--- config.mk ---
export PLATFORM = sky130hd
export DESIGN_NAME = opendap_sw_dp_regs
export DESIGN_NICKNAME = d
export VERILOG_FILES = /design/src/rtl/opendap_sw_dp_regs.sv
export SDC_FILE = /design/constraint.sdc
export NUM_CORES = 1
export LEC_CHECK = 0
export CORE_ASPECT_RATIO = 1.75
export CORE_MARGIN = 1
export CORE_UTILIZATION = 43
export CTS_BUF_LIST = sky130_fd_sc_hd__clkbuf_4
export CTS_CLUSTER_DIAMETER = 30
export DETAILED_ROUTE_END_ITERATION = 10
export HOLD_SLACK_MARGIN = 0.02
export PLACE_DENSITY = 0.95
export SLEW_MARGIN = 25
export SYNTH_ARGS = -nofsm -noshare
export SYNTH_HDL_FRONTEND = slang
export SYNTH_SLANG_ARGS = --single-unit
--- constraint.sdc ---
create_clock -name swclk -period 4.2 [get_ports swclk]
set_input_delay 0.63 -clock swclk [delete_from_list [all_inputs] [get_ports swclk]]
set_output_delay 0.63 -clock swclk [all_outputs]
set_load 0.03 [all_outputs]
--- src/rtl/opendap_sw_dp_regs.sv ---
// opendap_sw_dp_regs: SW-DP register file, sticky error flags
// and single-outstanding posted AP access sequencer.
module opendap_sw_dp_regs #(
  parameter logic [31:0] DPIDR     = 32'h0bc12477,
  parameter logic [31:0] TARGETID  = 32'h00000001,
  parameter logic [31:0] DLPIDR    = 32'h00000001,
  parameter logic [3:0]  TINSTANCE = 4'h0
) (
  input  logic        swclk,
  input  logic        rst,
  input  logic [1:0]  bus_addr,
  input  logic        bus_r_nw,
  input  logic        bus_ap_ndp,
  input  logic [31:0] bus_wdata,
  input  logic        bus_en,
  output logic [31:0] bus_rdata,
  output logic [31:0] targetsel_expected,
  input  logic        dp_set_wdataerr,
  input  logic        dp_set_stickyorun,
  input  logic        dp_clear_readok,
  output logic        dp_orundetect,
  output logic        dp_acc_fault,
  output logic        dp_acc_wait,
  output logic        dp_acc_protocol_err,
  output logic        ap_en,
  output logic [7:0]  ap_sel,
  output logic [5:0]  ap_addr,
  output logic        ap_r_nw,
  output logic [31:0] ap_wdata,
  input  logic        ap_rdy,
  input  logic [31:0] ap_rdata,
  input  logic        ap_err,
  output logic        ap_abort,
  output logic        cdbgpwrupreq,
  output logic        csyspwrupreq,
  input  logic        cdbgpwrupack,
  input  logic        csyspwrupack
);

  typedef enum logic {
    IDLE = 1'b0,
    BUSY = 1'b1
  } ap_state_e;

  ap_state_e state_q, state_d;

  logic        orundetect_q;
  logic        stickyorun_q;
  logic        stickyerr_q;
  logic        readok_q;
  logic        wdataerr_q;
  logic        cdbg_req_q;
  logic        csys_req_q;
  logic        ap_abort_q;
  logic        rd_pend_q;
  logic [7:0]  apsel_q;
  logic [3:0]  apbanksel_q;
  logic [3:0]  dpbanksel_q;
  logic [31:0] rdbuff_q;

  logic        busy;
  logic        dp_wr;
  logic        abort_wr;
  logic        ctrl_wr;
  logic        select_wr;
  logic        dap_abort;
  logic        ap_done;
  logic [31:0] ctrl_stat;
  logic [31:0] bank_rdata;

  assign busy      = (state_q == BUSY);
  assign dp_wr     = bus_en & ~bus_ap_ndp & ~bus_r_nw;
  assign abort_wr  = dp_wr & (bus_addr == 2'd0);
  assign ctrl_wr   = dp_wr & (bus_addr == 2'd1)
                   & (dpbanksel_q == 4'd0);
  assign select_wr = dp_wr & (bus_addr == 2'd2);
  assign dap_abort = abort_wr & bus_wdata[0];
  // A DAPABORT in the completion cycle discards the result.
  assign ap_done   = busy & ap_rdy & ~dap_abort;

  assign ctrl_stat = {
    csyspwrupack, csys_req_q,
    cdbgpwrupack, cdbg_req_q,
    20'd0,
    wdataerr_q, readok_q, stickyerr_q,
    3'd0,
    stickyorun_q, orundetect_q
  };

  assign targetsel_expected = {TINSTANCE, TARGETID[27:0]};

  assign dp_orundetect = orundetect_q;
  assign cdbgpwrupreq  = cdbg_req_q;
  assign csyspwrupreq  = csys_req_q;
  assign ap_abort      = ap_abort_q;

  assign ap_sel   = apsel_q;
  assign ap_addr  = {apbanksel_q, bus_addr};
  assign ap_r_nw  = bus_r_nw;
  assign ap_wdata = bus_wdata;

  assign dp_acc_fault =
    bus_ap_ndp & (stickyerr_q | stickyorun_q | wdataerr_q);
  assign dp_acc_wait =
    busy & (bus_ap_ndp | (bus_r_nw & (bus_addr == 2'd3)));
  assign dp_acc_protocol_err =
    ~bus_ap_ndp & ~bus_r_nw & (bus_addr == 2'd1)
    & (dpbanksel_q != 4'd0);

  // Banked view behind DP address 1.
  always_comb begin
    bank_rdata = 32'd0;
    case (dpbanksel_q)
      4'd0:    bank_rdata = ctrl_stat;
      4'd2:    bank_rdata = TARGETID;
      4'd3:    bank_rdata = {TINSTANCE, DLPIDR[27:0]};
      default: bank_rdata = 32'd0;
    endcase
  end

  // Read data: AP reads are posted and return the old RDBUFF.
  always_comb begin
    bus_rdata = rdbuff_q;
    if (!bus_ap_ndp) begin
      case (bus_addr)
        2'd0:    bus_rdata = DPIDR;
        2'd1:    bus_rdata = bank_rdata;
        default: bus_rdata = rdbuff_q;
      endcase
    end
  end

  // AP sequencer next state and request strobe.
  always_comb begin
    state_d = state_q;
    ap_en   = 1'b0;
    unique case (state_q)
      IDLE: begin
        if (bus_en && bus_ap_ndp) begin
          ap_en   = 1'b1;
          state_d = BUSY;
        end
      end
      BUSY: begin
        if (ap_rdy) state_d = IDLE;
      end
    endcase
    if (dap_abort) state_d = IDLE;
  end

  // AP sequencer state register.
  always_ff @(posedge swclk) begin
    if (rst) state_q <= IDLE;
    else     state_q <= state_d;
  end

  // Direction of the outstanding request and the read buffer.
  always_ff @(posedge swclk) begin
    if (rst) begin
      rd_pend_q <= 1'b0;
      rdbuff_q  <= 32'd0;
    end else begin
      if (ap_en) rd_pend_q <= bus_r_nw;
      if (ap_done && !ap_err && rd_pend_q)
        rdbuff_q <= ap_rdata;
    end
  end

  // Sticky flags: a set strobe beats an ABORT clear.
  always_ff @(posedge swclk) begin
    if (rst) begin
      stickyorun_q <= 1'b0;
      wdataerr_q   <= 1'b0;
      stickyerr_q  <= 1'b0;
      readok_q     <= 1'b0;
    end else begin
      if (abort_wr && bus_wdata[4]) stickyorun_q <= 1'b0;
      if (abort_wr && bus_wdata[3]) wdataerr_q   <= 1'b0;
      if (abort_wr && bus_wdata[2]) stickyerr_q  <= 1'b0;
      if (dp_set_stickyorun)        stickyorun_q <= 1'b1;
      if (dp_set_wdataerr)          wdataerr_q   <= 1'b1;
      if (ap_done && ap_err)        stickyerr_q  <= 1'b1;
      if (dp_clear_readok)          readok_q     <= 1'b0;
      if (ap_en && bus_r_nw)        readok_q     <= 1'b1;
    end
  end

  // CTRL/STAT writable bits and SELECT fields.
  always_ff @(posedge swclk) begin
    if (rst) begin
      orundetect_q <= 1'b0;
      cdbg_req_q   <= 1'b0;
      csys_req_q   <= 1'b0;
      apsel_q      <= 8'd0;
      apbanksel_q  <= 4'd0;
      dpbanksel_q  <= 4'd0;
    end else begin
      if (ctrl_wr) begin
        orundetect_q <= bus_wdata[0];
        cdbg_req_q   <= bus_wdata[28];
        csys_req_q   <= bus_wdata[30];
      end
      if (select_wr) begin
        apsel_q     <= bus_wdata[31:24];
        apbanksel_q <= bus_wdata[7:4];
        dpbanksel_q <= bus_wdata[3:0];
      end
    end
  end

  // One-cycle DAPABORT pulse towards the AP mux.
  always_ff @(posedge swclk) begin
    if (rst) ap_abort_q <= 1'b0;
    else     ap_abort_q <= dap_abort;
  end

  // A new AP header must never be strobed while one is outstanding.
  assert property (@(posedge swclk) disable iff (rst)
    !(bus_en && bus_ap_ndp && busy));

endmodule

# Word-level counts from Yosys, hierarchy flattened
# Index checks and enable logic that the tools add are counted.
dict set report word_totals {
  elab_cells 74
  register_bits 58
  output_inout_bits 119
}
dict set report classes {
  mux 15
  reduce_logical 18
  n_bitwise 22
  eq_ne 5
}
# op n
set op_table {}
lappend op_table {{$pmux 32 s2} 2}
lappend op_table {{$mux 32} 1}
lappend op_table {{$and 1x1->1} 15}
lappend op_table {{$mux 1} 11}
lappend op_table {{$eq 4x2->1 const B} 2}
lappend op_table {{$logic_and 1x1->1} 8}
lappend op_table {{$reduce_bool 2->1} 4}
lappend op_table {{$eq 2x2->1 const B} 2}
lappend op_table {{$logic_not 4->1} 1}
lappend op_table {{$not 1->1} 4}
lappend op_table {{$reduce_bool 4->1} 1}
lappend op_table {{$reduce_or 2->1} 2}
lappend op_table {{$or 1x1->1} 3}
lappend op_table {{$eq 2x1->1 const B} 1}
lappend op_table {{$logic_not 2->1} 1}
lappend op_table {{$pmux 1 s2} 1}
lappend op_table {{$logic_not 1->1} 1}

# Logic depth before layout (Yosys ltp)
dict set report depth {
  ltp_word 9
  ltp_mapped 6
  ltp_nobuf 3
}

# Least setup slack after synthesis
# Ideal clock, no wire load.
dict set report synth_timing {
  path_type {input-to-output}
  from {input bus_ap_ndp}
  to {output dp_acc_protocol_err}
  setup_slack_ps 1602
  t_arrival_ps 1968
  stages 5
  path_buffers 2
  path_cell_list {buf_2 > nor2_1 > nand2_1 > clkbuf_1 > nor3_1}
}
dict set report synth_via {
  elab_chain_len 4
}
# item line
set synth_rtl {}
lappend synth_rtl {{start, declared} 13} ;# input logic bus_ap_ndp,
lappend synth_rtl {{$not 1->1} 107} ;# ~bus_ap_ndp & ~bus_r_nw & (bus_addr == 2'd1)
lappend synth_rtl {{$and 1x1->1 (2 in a row)} 107}
lappend synth_rtl {{$and 1x1->1} 108} ;# & (dpbanksel_q != 4'd0);
lappend synth_rtl {{end, declared} 24} ;# output logic dp_acc_protocol_err,
# No other way between the ends.

# Worst setup path in the final report
dict set report layout_timing {
  from {input bus_addr[1]}
  to {output bus_rdata[22]}
}
dict set report layout_via {
  elab_chain_len 3
}
# item line
set layout_rtl {}
lappend layout_rtl {{start, declared} 11} ;# input logic [1:0] bus_addr,
lappend layout_rtl {{$eq 2x1->1 / $logic_not 2->1 (equally long branches)} 125} ;# case (bus_addr)
lappend layout_rtl {{$pmux 32 s2 *} 125}
lappend layout_rtl {{$mux 32 *} 124} ;# if (!bus_ap_ndp) begin
lappend layout_rtl {{end, declared} 16} ;# output logic [31:0] bus_rdata,
# Every way passes the cells marked *; elsewhere a longest branch is shown, timed or not.

==> summary.md <==
| Metric | Value |
|---|---|
| Status | `finished clean` |
| CTS root buffer | `clkbuf_4` |
| Total global routing overflow | `0` |
| Worst-path clk slew | `~0.090 ns` |
| Worst clock skew | `0.0118 ns` |
| Clk Latency, worst-skew pair | `about 0.4 ns` |
| Max-capacitance violation count | `0` |
| Met2 Use GR | `0.382` |
| Unrepaired setup endpoints after global routing | `false` |
| Syn Area/Cell | `between 8 and 9 um^2` |
| Static Leakage | `between 0.0015 and 0.002 uW` |
| Final GP Congestion | `roughly 0.77` |
| Main flop type after synthesis | `dfxtp_1` |
| Initial DRT Pass Iterations | `4` |
| Routed via count | `2864` |
| Initial antenna violation count | `1` |
| Layout cell share with drive strength beyond 1 | `0.0612` |
| Maximum vdd drop | `between 150 and 200 uV` |
| Hold Crit Class | `reg2reg` |
| Buffers on Ports | `132` |
| Final WL | `a little under 9 mm` |
| Final setup viols | `0` |
| First-pass GRT wire length | `approximately 14 mm` |
| Detailed Place HPWL | `6.44 mm` |
| Sequential share of the synthesized area | `0.341` |
| CTS Hold Bufs | `0` |
| CP max FO | `24` |
| Inst Count DP | `approximately 560` |
| Htree depth | `3` |
| Max Slew Vio Count | `0` |
| Final #Nets | `about 560` |
| Area leader, netlist | `dfxtp_1` |
| Post-CTS sizing | `0` |
| Req. time, crit path | `3.57 ns` |
| Worst EP arrival | `about 2.7 ns` |
| Tot GR Track Use | `0.213` |
| Setup bufs post-CTS | `0` |
| CTS Buf Count | `9` |
| Yosys Warn Count | `0` |
| Syn Inst Count | `a little over 400` |
| Post-route insts no fill | `just under 600` |
| Power per cell area | `approximately 260 nW/um^2` |
| Rel. slew slack | `0.331` |
| Largest net degree at the start of global routing | `between 60 and 70` |
| CP Launch Type | `input pin` |
| Initial Utilization | `0.447` |
| Grt peak-use layer | `met2` |
| Final period util | `0.793` |
| Commonest cells in the netlist | `71 x nand2b_1, 67 x buf_4, 58 x dfxtp_1, 36 x mux2i_1, 23 x clkbuf_1` |
| Die span in x | `around 69 um` |
| Final setup TNS | `0 ns` |
| DP Area | `between 4000 and 5000 um^2` |
| Grt met1 use | `0.226` |
| M3 GR Usage | `0.0386` |
| Worst setup EP type | `output pin` |
| Routed WL per cell | `14.9 um` |
| Core area | `about 7600 um^2` |
| Most common cell in the netlist | `nand2b_1` |
| Area Growth Syn to Fin | `30.6%` |
| Fillers | `670` |
| Core Rows | `42` |
| Initial DRC Count | `between 100 and 150` |
| Die Span Y | `~120 um` |
| Drt drc | `0` |
| Tmin final | `3.33 ns` |
| Final core occ | `0.584` |
| EDFF count, synth | `0` |
| Clock sink count | `just under 60` |
| Final hold violation count | `0` |
| Fin area | `between 4000 and 5000 um^2` |
| Synthesized area | `3410 um^2` |
| Die area | `about 8300 um^2` |
| CTS tree | `built` |
| Antenna-violating nets left | `0` |
| Vias/cell | `~5` |
| Async SR Flop Fraction | `0` |
| Top cells by area in the synthesized netlist | `dfxtp_1 34%, buf_4 15%, nand2b_1 13%` |
| CTS Buffer Depth | `2` |
| Number of global-route vias before repair | `around 2800` |
| Synth top area share | `0.341` |
| Max Fclk | `~300 MHz` |
| Cell variety after synth | `32` |
| Yosys reg bits | `58` |
| # IOs | `197` |
| Worst-Margin Slew | `between 0.9 and 1 ns` |
| Crit path kind | `in2out` |
-- cell families (layout without fill, tap and decap cells) --
family                 after synthesis  count (layout)  synth area share
buffers and inverters              103             159             0.199
muxes                               36              36             0.106
AOI/OAI and AO/OA                   64              64             0.108
DFF                                 58              58             0.341
and+or+nand+nor                    141             141             0.244
other                                2              33           0.00221
-- path summary, 6_finish.rpt --
check / endpoint / slack (ns) / depth (start not counted) / startpoint
setup / recovery: bus_rdata[22] / 0.87 / 7 / bus_addr[1]
hold / removal: rdbuff_q[11]$_SDFFE_PP0P_ / 0.47 / 2 / rdbuff_q[11]$_SDFFE_PP0P_
setup reg to reg: dp_orundetect$_SDFFE_PP0P_ / 2.64 / 3 / dpbanksel_q[0]$_SDFFE_PP0P_
hold reg to reg: rdbuff_q[11]$_SDFFE_PP0P_ / 0.47 / 2 / rdbuff_q[11]$_SDFFE_PP0P_
-- placed cells by master (no fill, tap or decap), drive strengths merged, types with 9 or more instances in the layout --
master	instances
nand3	16
and2	13
nor2	9
a21oi	21
nand2	15
nand2b	71
mux2i	36
o21a	11
clkbuf	9
clkdlybuf4s50	131
conb	32
o21ai	22
dfxtp	58
-- per-stage QoR --
stage          hold WS [ns]  total power [uW]  setup WS (ns)
2_1_floorplan         0.444               787           1.60
3_3_place_gp          0.454               838          0.930
3_5_place_dp          0.466               842          0.870
4_1_cts               0.479              1190          0.869
5_1_grt               0.500              1230          0.761
6_report              0.469              1170          0.869
-- critical path, stage by stage --
cell	delay, ns
clkdlybuf4s50_1	0.63
nor2_2	0.07
buf_4	0.23
nand2_1	0.12
buf_4	0.21
o21a_1	0.15
clkdlybuf4s50_1	0.66
-- sequential cells by signal (all words and copies together), names as in the netlist, 4 cells and up --
signal / flops
rdbuff_q: 32
dpbanksel_q: 4
ap_sel: 8
apbanksel_q: 4
-- layer usage --
layer  wire (um)  part of all wire
met2        4610              0.53
met3         443             0.051
met5           0                 0
met1        3270              0.38
met4         329             0.038
-- power breakdown --
part / switching (uW) / internal (uW) / total [uW]
sequential: 4.45 / 556 / 560
clock: 223 / 119 / 342
combinational: 153 / 116 / 269
-- layout make-up --
type                    instances  area [um^2]  share of cell area
multi-input cells             273         1690               0.379
clock inverters                 7         46.3              0.0104
flip-flops and latches         58         1160               0.261
inverters                       6         22.5             0.00506
clock buffers                   9         67.6              0.0152
diodes                          1         2.50            0.000562
repair buffers                137         1350               0.304
well taps                      88          110              0.0247
Note: power is estimated with default switching activity, not from simulation.
==> RTL change, RTL diff (same flow settings) <==
Put a register stage on the outputs `dp_acc_fault` and `dp_acc_protocol_err`, with the module's reset. The values now appear one clock later. The other outputs are not delayed to match.
--- a/src/rtl/opendap_sw_dp_regs.sv
+++ b/src/rtl/opendap_sw_dp_regs.sv
@@ -101,9 +101,13 @@
 
-  assign dp_acc_fault =
-    bus_ap_ndp & (stickyerr_q | stickyorun_q | wdataerr_q);
   assign dp_acc_wait =
     busy & (bus_ap_ndp | (bus_r_nw & (bus_addr == 2'd3)));
-  assign dp_acc_protocol_err =
-    ~bus_ap_ndp & ~bus_r_nw & (bus_addr == 2'd1)
-    & (dpbanksel_q != 4'd0);
+  always_ff @(posedge swclk) begin
+    if (rst) begin
+      dp_acc_fault        <= '0;
+      dp_acc_protocol_err <= '0;
+    end else begin
+      dp_acc_fault        <= bus_ap_ndp & (stickyerr_q | stickyorun_q | wdataerr_q);
+      dp_acc_protocol_err <= ~bus_ap_ndp & ~bus_r_nw & (bus_addr == 2'd1) & (dpbanksel_q != 4'd0);
+    end
+  end
 
Check against the original RTL: not equivalent (a bounded check fails within 4 cycles, from zero or initial values and one cycle with rst high).
==> RTL change against the original RTL <==
- worst setup slack lost 220 ps
- sequential cell count grew 2
- area after synthesis grew 3.3%
- synthesized cell count grew 0.74%
- power grew 12%
- sequential power grew 3.6%
- via count grew 3.2%
- first-iteration DRC count shrank 12%
- non-clock buffer count grew 1
- routed wire length grew 3.3%
- count of clock-buffer cells in the layout is the same
- final area grew 3.0%
==> RTL change: results (changes against the original RTL) <==
{
  "yosys": {
    "synth.cells.most_frequent": {"value": "70 x nand2b_1, 68 x buf_4, 60 x dfxtp_1", "change": "was 71 x nand2b_1, 67 x buf_4, 58 x dfxtp_1"},
    "synth_cell_types": {"value": 38, "change": "was 32"},
    "syn-mean-instance-area": {"value": 8.64, "unit": "µm²", "change": "was 8.43 µm²"},
    "top_post_synthesis_cells_by_area": {"value": "dfxtp_1 34%, buf_4 15%, nand2b_1 12%", "change": "was dfxtp_1 34%, buf_4 15%, nand2b_1 13%"},
    "synth-seq-area-share": {"value": 0.342, "change": "was 0.341"}
  },
  "final_layout": {
    "layout.sequential_cells": {"value": 60, "change": "was 58"},
    "n_all_buffers": {"value": 138, "change": "was 137"},
    "post_layout_nonfiller_instances": {"value": 586, "change": "was 579"},
    "num_antenna_cells": {"value": 0, "change": "was 1"},
    "drive_gt1_frac": {"value": 0.0706, "change": "was 0.0612"},
    "multi_input_area_share": {"value": 0.376, "change": "was 0.379"}
  },
  "worst_hold_path": {
    "worstHoldEndpoint": {"value": "rdbuff_q[26]$_SDFFE_PP0P_", "change": "was rdbuff_q[11]$_SDFFE_PP0P_"}
  },
  "place": {
    "place.detailed.hpwl": {"value": 6700, "unit": "µm", "change": "was 6440 µm"},
    "placed_cell_area": {"value": 0.00443, "unit": "mm²", "change": "was 0.00433 mm²"},
    "gp_congestion": {"value": 0.822, "change": "was 0.766"}
  },
  "detailed_routing": {
    "first_iter_violations": {"value": 113, "change": "was 128"},
    "met1_wl": {"value": 3320, "unit": "µm", "change": "was 3270 µm"},
    "detailed_route_wirelength_on_metal3": {"value": 589, "unit": "µm", "change": "was 443 µm"},
    "met2_routed_wl": {"value": 4770, "unit": "µm", "change": "was 4610 µm"},
    "dr_total_vias": {"value": 2956, "change": "was 2864"}
  },
  "global_routing": {
    "via_count_of_the_first_global_routing_pass": {"value": 2890, "change": "was 2836"},
    "grt_start_max_net_pins": {"value": 53, "change": "was 65"},
    "global_route.usage.met3": {"value": 0.0620, "change": "was 0.0386"},
    "grtUsageTotal": {"value": 0.213, "change": "about the same"}
  },
  "setup_path": {
    "crit_path_arrival_time": {"value": 2920, "unit": "ps", "change": "was 2700 ps"},
    "critical_path.max_stage_delay": {"value": 720, "unit": "ps", "change": "was 660 ps"},
    "regToRegEndpoint": {"value": "csyspwrupreq$_SDFFE_PP0P_", "change": "was dp_orundetect$_SDFFE_PP0P_"}
  },
  "status": {
    "run_status": {"value": "complete, no violations", "change": "unchanged"}
  },
  "power_and_ir_drop": {
    "irDropWorstVdd": {"value": 0.000232, "unit": "V", "change": "was 0.000199 V"}
  },
  "timing": {
    "fmax": {"value": 282, "unit": "MHz", "change": "was 300 MHz"}
  }
}
RTL change: power groups by stage:
stage | Clock, mW | Combinational (mW) | Sequential (mW)
5_1_grt | 0.497 | 0.289 | 0.581
4_1_cts | 0.475 | 0.273 | 0.580
3_3_place_gp | 0 | 0.268 | 0.593
6_report | 0.462 | 0.272 | 0.580
3_5_place_dp | 0 | 0.272 | 0.593
2_1_floorplan | 0 | 0.215 | 0.596
RTL change: metrics by stage:
| stage | hold WS (ps) | total power, mW |
|---|---|---|
| 2_1_floorplan | 444 | 0.812 |
| 3_3_place_gp | 455 | 0.861 |
| 3_5_place_dp | 463 | 0.865 |
| 4_1_cts | 479 | 1.33 |
| 5_1_grt | 503 | 1.37 |
| 6_report | 472 | 1.31 |
RTL change: cells by family after synthesis:
group,after synthesis,share of synthesized area
other,2,0.00214
AND/OR/NAND/NOR,142,0.246
multiplexers,36,0.102
flip-flops,60,0.342
AO/OA/AOI/OAI,64,0.107
buffers and inverters,103,0.201
